<file path="src/rtl/seq_control_unit_pkg.sv">
// Shared encodings for the seq_control_unit sequencer: bus IDs, opcode fields,
// address-master codes and the FSM state type.
package seq_cu_pkg;

  localparam int ID_IR0 = 0;
  localparam int ID_MEM = 1;
  localparam int ID_A   = 2;
  localparam int ID_B   = 3;
  localparam int ID_AR0 = 4;
  localparam int ID_AR1 = 5;
  localparam int ID_PC0 = 6;
  localparam int ID_PC1 = 7;
  // Truncated to ID_WIDTH bits this becomes all-ones for any ID width.
  localparam int ID_IDLE = -1;

  localparam logic [1:0] TYPE_MOV = 2'd0;
  localparam logic [1:0] TYPE_MVI = 2'd1;
  localparam logic [1:0] TYPE_ALU = 2'd2;
  localparam logic [1:0] TYPE_SYS = 2'd3;

  localparam logic [5:0] SYS_NOP    = 6'd0;
  localparam logic [5:0] SYS_HLT    = 6'd1;
  localparam logic [5:0] SYS_INC_AR = 6'd2;
  localparam logic [5:0] SYS_JMP    = 6'd3;
  localparam logic [5:0] SYS_JZ     = 6'd4;

  localparam logic [1:0] AMID_PC   = 2'd0;
  localparam logic [1:0] AMID_AR   = 2'd1;
  localparam logic [1:0] AMID_SP   = 2'd2;
  localparam logic [1:0] AMID_R0R1 = 2'd3;

  typedef enum logic {
    ST_RUN  = 1'b0,
    ST_HALT = 1'b1
  } cu_state_e;

endpackage

</file>
<file path="src/rtl/seq_control_unit_tstate_counter.sv">
// T-state counter: hold beats clear, clear beats increment, sync reset beats all.
module tstate_counter #(
  parameter int WIDTH = 3
) (
  input  logic             clk_i,
  input  logic             reset_i,
  input  logic             hold_i,
  input  logic             clear_i,
  output logic [WIDTH-1:0] count_o
);

  logic [WIDTH-1:0] count_q, count_d;

  always_comb begin
    count_d = count_q + WIDTH'(1);
    if (hold_i) begin
      count_d = count_q;
    end else if (clear_i) begin
      count_d = '0;
    end
  end

  always_ff @(posedge clk_i) begin
    if (reset_i) begin
      count_q <= '0;
    end else begin
      count_q <= count_d;
    end
  end

  assign count_o = count_q;

endmodule

</file>
<file path="src/rtl/seq_control_unit.sv">
// Multi-cycle control unit with variable-length jumps and a HALT state.
// Optional macro CU_RETIRE_CNT_EN adds a 32-bit retired-instruction counter.
module seq_control_unit
  import seq_cu_pkg::*;
#(
  parameter int ID_WIDTH     = 3,
  parameter int TCNT_WIDTH   = 3,
  parameter int ALU_OP_WIDTH = 5,
  parameter int ZF_BIT       = 0
) (
  input  logic                    clk_i,
  input  logic                    reset_i,
  input  logic                    hlt_i,
  input  logic                    resume_i,
  input  logic [7:0]              ir0_i,
  input  logic [3:0]              alu_status_i,
  output logic [ID_WIDTH-1:0]     mid_o,
  output logic [ID_WIDTH-1:0]     sid_o,
  output logic                    mid_en_o,
  output logic                    sid_en_o,
  output logic [1:0]              amid_o,
  output logic                    pc_inr_o,
  output logic                    ar_inr_o,
  output logic                    alu_en_o,
  output logic [ALU_OP_WIDTH-1:0] alu_opcode_o,
  output logic [TCNT_WIDTH-1:0]   t_state_o,
  output logic                    halted_o
`ifdef CU_RETIRE_CNT_EN
  ,
  output logic [31:0]             retired_o
`endif
);

  cu_state_e state_q, state_d;
  logic [TCNT_WIDTH-1:0] t_state;
  logic [ID_WIDTH-1:0] mid_c, sid_c;
  logic [1:0] amid_c;
  logic bus_en_c, pc_inr_c, ar_inr_c, alu_en_c, last_c, enter_halt_c;
  logic cnt_hold, cnt_clear;
  logic zf;
  logic unused_status;

  assign zf = alu_status_i[ZF_BIT];
  assign unused_status = ^alu_status_i;

  // Reset gates the decode so outputs go idle in the very cycle it is raised.
  always_comb begin
    mid_c        = ID_WIDTH'(ID_IDLE);
    sid_c        = ID_WIDTH'(ID_IDLE);
    bus_en_c     = 1'b0;
    amid_c       = AMID_PC;
    pc_inr_c     = 1'b0;
    ar_inr_c     = 1'b0;
    alu_en_c     = 1'b0;
    last_c       = 1'b0;
    enter_halt_c = 1'b0;
    if (!reset_i && state_q == ST_RUN) begin
      if (t_state == '0) begin
        mid_c    = ID_WIDTH'(ID_MEM);
        sid_c    = ID_WIDTH'(ID_IR0);
        bus_en_c = 1'b1;
        pc_inr_c = 1'b1;
      end else begin
        case (ir0_i[7:6])
          TYPE_MOV: begin
            mid_c    = ID_WIDTH'(ir0_i[5:3]);
            sid_c    = ID_WIDTH'(ir0_i[2:0]);
            bus_en_c = 1'b1;
            if (ir0_i[5:3] == 3'(ID_MEM) || ir0_i[2:0] == 3'(ID_MEM)) begin
              amid_c = AMID_AR;
            end
            last_c   = 1'b1;
          end
          TYPE_MVI: begin
            mid_c    = ID_WIDTH'(ID_MEM);
            sid_c    = ID_WIDTH'(ir0_i[2:0]);
            bus_en_c = 1'b1;
            pc_inr_c = 1'b1;
            last_c   = 1'b1;
          end
          TYPE_ALU: begin
            alu_en_c = 1'b1;
            last_c   = 1'b1;
          end
          default: begin
            case (ir0_i[5:0])
              SYS_HLT: begin
                if (t_state == TCNT_WIDTH'(1)) begin
                  enter_halt_c = 1'b1;
                end else begin
                  last_c = 1'b1;
                end
              end
              SYS_INC_AR: begin
                ar_inr_c = 1'b1;
                last_c   = 1'b1;
              end
              SYS_JMP, SYS_JZ: begin
                bus_en_c = 1'b1;
                if (t_state == TCNT_WIDTH'(1)) begin
                  mid_c    = ID_WIDTH'(ID_MEM);
                  sid_c    = ID_WIDTH'(ID_AR0);
                  pc_inr_c = 1'b1;
                end else if (t_state == TCNT_WIDTH'(2)) begin
                  mid_c    = ID_WIDTH'(ID_MEM);
                  sid_c    = ID_WIDTH'(ID_AR1);
                  pc_inr_c = 1'b1;
                  last_c   = (ir0_i[5:0] == SYS_JZ) && !zf;
                end else if (t_state == TCNT_WIDTH'(3)) begin
                  mid_c = ID_WIDTH'(ID_AR0);
                  sid_c = ID_WIDTH'(ID_PC0);
                end else begin
                  mid_c  = ID_WIDTH'(ID_AR1);
                  sid_c  = ID_WIDTH'(ID_PC1);
                  last_c = 1'b1;
                end
              end
              SYS_NOP: last_c = 1'b1;
              default: last_c = 1'b1;
            endcase
          end
        endcase
      end
    end
  end

  // hlt freezes both the FSM and the counter, and outranks resume.
  always_comb begin
    state_d = state_q;
    if (!hlt_i) begin
      if (state_q == ST_RUN && enter_halt_c) begin
        state_d = ST_HALT;
      end else if (state_q == ST_HALT && resume_i) begin
        state_d = ST_RUN;
      end
    end
  end

  always_ff @(posedge clk_i) begin
    if (reset_i) begin
      state_q <= ST_RUN;
    end else begin
      state_q <= state_d;
    end
  end

  assign cnt_hold  = hlt_i || enter_halt_c || (state_q == ST_HALT && !resume_i);
  assign cnt_clear = last_c || (state_q == ST_HALT && resume_i);

  tstate_counter #(
    .WIDTH(TCNT_WIDTH)
  ) u_tcnt (
    .clk_i   (clk_i),
    .reset_i (reset_i),
    .hold_i  (cnt_hold),
    .clear_i (cnt_clear),
    .count_o (t_state)
  );

  assign mid_o        = mid_c;
  assign sid_o        = sid_c;
  assign amid_o       = amid_c;
  assign mid_en_o     = bus_en_c && !hlt_i;
  assign sid_en_o     = bus_en_c && !hlt_i;
  assign pc_inr_o     = pc_inr_c && !hlt_i;
  assign ar_inr_o     = ar_inr_c && !hlt_i;
  assign alu_en_o     = alu_en_c && !hlt_i;
  assign alu_opcode_o = alu_en_o ? ir0_i[ALU_OP_WIDTH-1:0] : '0;
  assign t_state_o    = t_state;
  assign halted_o     = (state_q == ST_HALT);

`ifdef CU_RETIRE_CNT_EN
  logic [31:0] retired_q;

  always_ff @(posedge clk_i) begin
    if (reset_i) begin
      retired_q <= '0;
    end else if (!hlt_i && (last_c || enter_halt_c)) begin
      retired_q <= retired_q + 32'd1;
    end
  end

  assign retired_o = retired_q;
`endif

endmodule

</file>
<file path="config.mk">
export PLATFORM = sky130hd
export DESIGN_NAME = seq_control_unit
export DESIGN_NICKNAME = d
export VERILOG_FILES = /design/src/rtl/seq_control_unit_pkg.sv /design/src/rtl/seq_control_unit_tstate_counter.sv /design/src/rtl/seq_control_unit.sv
export SDC_FILE = /design/constraint.sdc
export NUM_CORES = 1
export LEC_CHECK = 0
export CAP_MARGIN = 15
export CORE_ASPECT_RATIO = 1.4
export CORE_UTILIZATION = 39
export DETAILED_ROUTE_END_ITERATION = 10
export PLACE_DENSITY = 0.82
export SLEW_MARGIN = 20
export SYNTH_ARGS = -nofsm -noshare
export SYNTH_HDL_FRONTEND = slang
export SYNTH_SLANG_ARGS = --single-unit
</file>
<file path="constraint.sdc">
create_clock -name clk_i -period 2 [get_ports clk_i]
set_input_delay 0.3 -clock clk_i [delete_from_list [all_inputs] [get_ports clk_i]]
set_output_delay 0.3 -clock clk_i [all_outputs]
set_load 0.01 [all_outputs]
</file>
# ---- After elaboration in Yosys (flattened, before gate mapping)
# Index checks and enable logic that the tools add are counted.
dict set report totals {
  regBits 4
  input_bits 16
  word_cells 93
}
dict set report op_classes {
  addsub 1
  eq_ne 11
  mux 52
  bitwise 2
  reduce_logical 25
}
# operator count
set ops {}
lappend ops {{two-way mux 1 bit} 34}
lappend ops {{two-way mux 3 bit} 8}
lappend ops {{== test 6 x 2 -> 1 bit (second input constant)} 2}
lappend ops {{== test 3 x 1 -> 1 bit (second input constant)} 3}
lappend ops {{logical AND 1 bit} 9}
lappend ops {{case mux 3 bit (3 select lines)} 1}
lappend ops {{two-way mux 2 bit} 4}
lappend ops {{== test 3 x 2 -> 1 bit (second input constant)} 2}
lappend ops {{== test 6 x 1 -> 1 bit (second input constant)} 1}
lappend ops {{== test 6 x 3 -> 1 bit (second input constant)} 1}
lappend ops {{case mux 1 bit (2 select lines)} 3}
lappend ops {{case mux 3 bit (2 select lines)} 1}
lappend ops {{OR reduction 2 bit} 3}
lappend ops {{two-way mux 5 bit} 1}
lappend ops {{logical NOT 1 bit} 4}
lappend ops {{logical OR 1 bit} 4}
lappend ops {{adder 3 x 1 -> 3 bit (second input constant)} 1}
lappend ops {{logical NOT 3 bit} 1}
lappend ops {{OR reduction 3 bit} 1}
lappend ops {{== test 2 x 1 -> 1 bit (second input constant)} 1}
lappend ops {{== test 2 bit (second input constant)} 1}
lappend ops {{logical NOT 2 bit} 1}
lappend ops {{NOT 1 bit} 2}
lappend ops {{AND reduction 2 bit} 1}
lappend ops {{nonzero test 2 bit} 1}

# ---- Depth between registers and ports, before layout
dict set report depth {
  ltp_word 10
  mapped_depth 6
  depth_no_buf 6
}

# ---- By module
# A second synthesis with hierarchy kept.
dict set report unflattened {
  hier_cells 100
  area_unflattened_um2 730.7
}
# module n_inst cells_per_inst area_each_um2 seq_area_each_um2
set modules_own_cells {}
lappend modules_own_cells {seq_control_unit 1 86 598.1 20.0}
lappend modules_own_cells {tstate_counter 1 14 132.6 60.1}

# ---- Worst setup path before layout
# OpenSTA, ideal clock, no wires.
dict set report synth_timing {
  path_type {input to output}
  from {in ir0_i[0]}
  to {out sid_en_o}
  arrival_ns 1.633
  t_required_ns 1.700
  slack_ns 0.067
  stages 6
  path_buffers 2
  cell_sequence {buf_2 -> or3b_1 -> nand2_1 -> nand2b_1 -> a311oi_1 -> buf_4}
}
dict set report synth_via {
  elab_chain_cells 7
}
# element line_no
set synth_lines {}
lappend synth_lines {{start, declared} seq_control_unit.sv:15} ;# input logic [7:0] ir0_i,
lappend synth_lines {{== test 6 x 3 -> 1 bit / == test 6 x 2 -> 1 bit (equally long branches)} seq_control_unit.sv:86} ;# case (ir0_i[5:0])
lappend synth_lines {{OR reduction 2 bit (*)} seq_control_unit.sv:86}
lappend synth_lines {{two-way mux 1 bit (*)} seq_control_unit.sv:86}
lappend synth_lines {{case mux 1 bit (2 select lines) (*)} seq_control_unit.sv:64} ;# case (ir0_i[7:6])
lappend synth_lines {{two-way mux 1 bit (*)} seq_control_unit.sv:58} ;# if (t_state == '0) begin
lappend synth_lines {{two-way mux 1 bit (*)} seq_control_unit.sv:57} ;# if (!reset_i && state_q == ST_RUN) begin
lappend synth_lines {{logical AND 1 bit (*)} --}
lappend synth_lines {{end, declared} seq_control_unit.sv:20} ;# output logic sid_en_o,
# Mark *: on every way between the ends. The rest lies on a longest branch, timed or not.

# ---- Worst setup path after layout
dict set report layout_timing {
  from {in ir0_i[5]}
  to {out sid_o[0]}
}
dict set report layout_via {
  elab_chain_cells 6
}
# element line_no
set layout_lines {}
lappend layout_lines {{== test 6 x 3 -> 1 bit / == test 6 x 2 -> 1 bit (equally long branches)} seq_control_unit.sv:86}
lappend layout_lines {{OR reduction 2 bit (*)} seq_control_unit.sv:86}
lappend layout_lines {{two-way mux 2 bit (*)} seq_control_unit.sv:86}
lappend layout_lines {{case mux 3 bit (2 select lines) (*)} seq_control_unit.sv:64}
lappend layout_lines {{two-way mux 3 bit (*)} seq_control_unit.sv:58}
lappend layout_lines {{two-way mux 3 bit (*)} seq_control_unit.sv:57}
lappend layout_lines {{end, declared} seq_control_unit.sv:18} ;# output logic [ID_WIDTH-1:0] sid_o,
# Marks and branches as above.

==> flow_summary.yaml <==
status:
  status: "completed"
die:
  boundaryPins: 38
  rows: 18
  dieArea_um2: 2030
  core_um2: 1760
  die_x_um: 38.4
  die_h_um: 53.0
  floorplan.initialDensity_pct: 41.2
final_layout:
  syn2layout_area_growth_pct: 105
  stdcell_area_um2: 1490
  layout.cells.non_filler: 203
  drive_above_1_share_pct: 53.6
  diodes: 0
  nets: 211
  final_util_pct: 84.5
route:
  drtIter0Drc: 32
  vias_per_cell: 5.52
  post_drt_wl_per_cell_um: 16.2
  drt-pass1-iter-count: 4
  routed_wl_um: 3280
  vias: 1120
  antenna_left: 0
  drc: 0
critical_path:
  regToRegSetupSlack_ns: 0.09
  crit_chain: "clkdlybuf4s15_2, or3_4, a211o_4, nand2b_4, a31o_1, buf_2"
  cp-end-kind: "primary output"
  required_ns: 1.70
  rr_worst_depth: 7
  reg2reg_to: "u_tcnt.count_o[1]"
  endpoint: "sid_o[0]"
  critPathLaunchType: "primary input"
  critical-path-top-delay-family: "simple AND/OR/NAND/NOR gates"
  regToRegStartpoint: "u_tcnt.count_o[0]"
  critPathMaxStageDelay_ns: 0.41
  critPathMaxFanout: 4
  crit_type: "primary input to primary output"
  path_buf_inv: 2
  critPathLaunch: "ir0_i[5]"
  crit_cells: 6
  crit_slowest_cell: "or3_4"
  crit_arrival_ns: 1.67
sta:
  fin_crit_ns: 1.97
  final-setup-viol-count: 0
  hold_viol: 0
  fmax_mhz: 506
  skew_ns: 0.000569
  tns_ns: 0
  rsz0062_at_grt: "true"
  setup_ws_ns: 0.0251
  final_max_slew_viol_count: 0
  finalCritPeriodShare_pct: 98.7
  hold_ws_ns: 0.521
yosys:
  ys.warnings.count: 0
  ys_types: 36
  avgSynthCellArea_um2: 7.02
  yosysTopAreaCell: "ha_1"
  yosys_most_used_dff: "dfxtp_1"
  synth-edff-count: 0
  ys_seq_area_share_pct: 11.1
  synthesis.nets: 129
  synthTopCellsByArea: "ha_1 17%, dfxtp_1 11%, inv_1 5.7%, nand2b_1 5.2%, nor2_1 5.2%"
  yosysTopAreaCellShare_pct: 17.3
  syn_inst: 103
  ys_ff_latch: 4
  synthArstFlopShare_pct: 0
  yosysMostFrequentCell: "inv_1"
  syn_area_um2: 723
  synth_common_cells: "11 x inv_1, 10 x ha_1, 10 x nor2_1"
global_routing:
  grt_max_degree: 8
  top_usage_layer: "met2"
  grt_pass1_vias: 1072
  grtUsageMet1_pct: 33.3
  grtUsageTotal_pct: 33.5
  grt_antenna_before_repair: 0
  grt_util_met3_pct: 2.94
  grt_overflow: 0
  grt_pass1_wl_um: 4750
  grt.met2_usage_pct: 63.8
clock_network:
  cts_inserted_buffers: 3
  cts_tree: "built"
  cts_root_buffer: "clkbuf_4"
  cts_num_sinks: 4
  clk_latency_ns: 0.24
  clkSlewWorstSetupHoldPaths_ns: 0.04
  clockBufferDepth: 2
  htreeDepth: 1
flow_run:
  maxCapViolations: 0
power_and_ir_drop:
  intPower_mw: 0.509
  p_per_area_nw_per_um2: 589
  peakVddDrop_uv: 554
  p_leak_nw: 0.717
  clkPwrFrac_pct: 11.6
  comb_power_share_pct: 76.4
  swShare_pct: 41.8
  power.switching_mw: 0.366
  seqPwrFrac_pct: 12.1
  power_mw: 0.875
placed_design:
  portBuffers: 33
  dp.cells: 185
  dp_hpwl_um: 2110
  dp_worst_setup_slack_ns: -0.705
  placed_area_um2: 1300
  gp_congestion: 0.886
min_path:
  hold_path.class: "primary input to flop"
  min_from: "reset_i"
  min_path_cells: 3
==> worst register-to-register path: stages, from the launching register on <==
cell and delay [ns]:
dfxtp_1 0.32, inv_1 0.07, ha_1 0.21, buf_4 0.14, or4b_2 0.67, nor4_2 0.22
nand2_1 0.10, o211ai_1 0.09
==> what timing repair did <==
action                                  in CTS  in global routing
buffers inserted                            10                  5
endpoints found under the setup margin      19                 19
resized for setup                           91                 27
pin swaps                                   14                 10
hold buffers                                 0                  0
==> kinds of logic after synthesis <==
kind of cell / after synthesis / synth area share [%]
adders and majority gates: 10 / 17.3
and+or+nand+nor: 44 / 34.4
DFF: 4 / 11.1
other: 1 / 0.519
AOI/OAI and AO/OA: 30 / 28.2
buffers and inverters: 14 / 8.48
==> power by group through the flow <==
stage	clock network [mW]	logic, mW	registers [mW]
3_5_place_dp	0	0.579	0.105
5_1_grt	0.112	0.714	0.109
6_report	0.101	0.668	0.106
2_1_floorplan	0	0.235	0.121
3_3_place_gp	0	0.564	0.105
4_1_cts	0.111	0.629	0.106
==> routing by layer <==
metal  wire length, µm  vias up
met2              1750       53
met3               162       14
li1                  -      535
met5                 0        -
met1              1230      518
met4               138        0
==> worst min path at each step <==
| stage | to | slack [ns] |
|---|---|---|
| 2_1_floorplan | halted_o | 0.37 |
| 3_3_place_gp | u_tcnt.count_o[1] | 0.63 |
| 3_5_place_dp | u_tcnt.count_o[1] | 0.64 |
| 4_1_cts | halted_o | 0.49 |
| 5_1_grt | halted_o | 0.54 |
| 6_report | halted_o | 0.52 |
==> cells in the final DEF, fill, tap and decap left out, drive strengths merged <==
| cell type | Yosys | final |
|---|---|---|
| a311oi | 1 | 1 |
| nor3 | 2 | 2 |
| ha | 10 | 10 |
| o41a | 1 | 1 |
| nor4 | 3 | 3 |
| dfxtp | 4 | 4 |
| or3 | 2 | 2 |
| clkbuf | 0 | 14 |
| o31ai | 2 | 2 |
| nand2b | 6 | 6 |
| o211ai | 2 | 2 |
| o21bai | 1 | 1 |
| conb | 1 | 1 |
| a31oi | 1 | 1 |
| or3b | 1 | 1 |
| inv | 11 | 11 |
| nor4b | 1 | 1 |
| a22oi | 2 | 2 |
| a211o | 2 | 2 |
| a211oi | 3 | 3 |
| dlygate4sd2 | 0 | 3 |
| nor2 | 10 | 10 |
| or4b | 2 | 2 |
| and2 | 5 | 5 |
| nand3b | 1 | 1 |
| a21oi | 6 | 6 |
| clkdlybuf4s15 | 0 | 3 |
| buf | 3 | 56 |
| nand2 | 5 | 5 |
| and3 | 2 | 2 |
| o21ai | 6 | 6 |
| a21o | 1 | 1 |
| clkdlybuf4s50 | 0 | 7 |
| or2 | 1 | 1 |
| nand4 | 1 | 1 |
| a31o | 2 | 2 |
| nor2b | 2 | 2 |
==> registers in the layout (all words and copies together), names as in the netlist <==
| register | count |
|---|---|
| halted_o | 1 |
| u_tcnt.count_o | 3 |
==> area by class of cell <==
cell class	count	area, µm²
fill	110	272
inverter	11	41.3
timing repair buffer	80	611
sequential	4	81.3
tap	20	25.0
clock buffer	3	22.5
multi-input combinational	85	704
(Power assumes the default switching activity.)
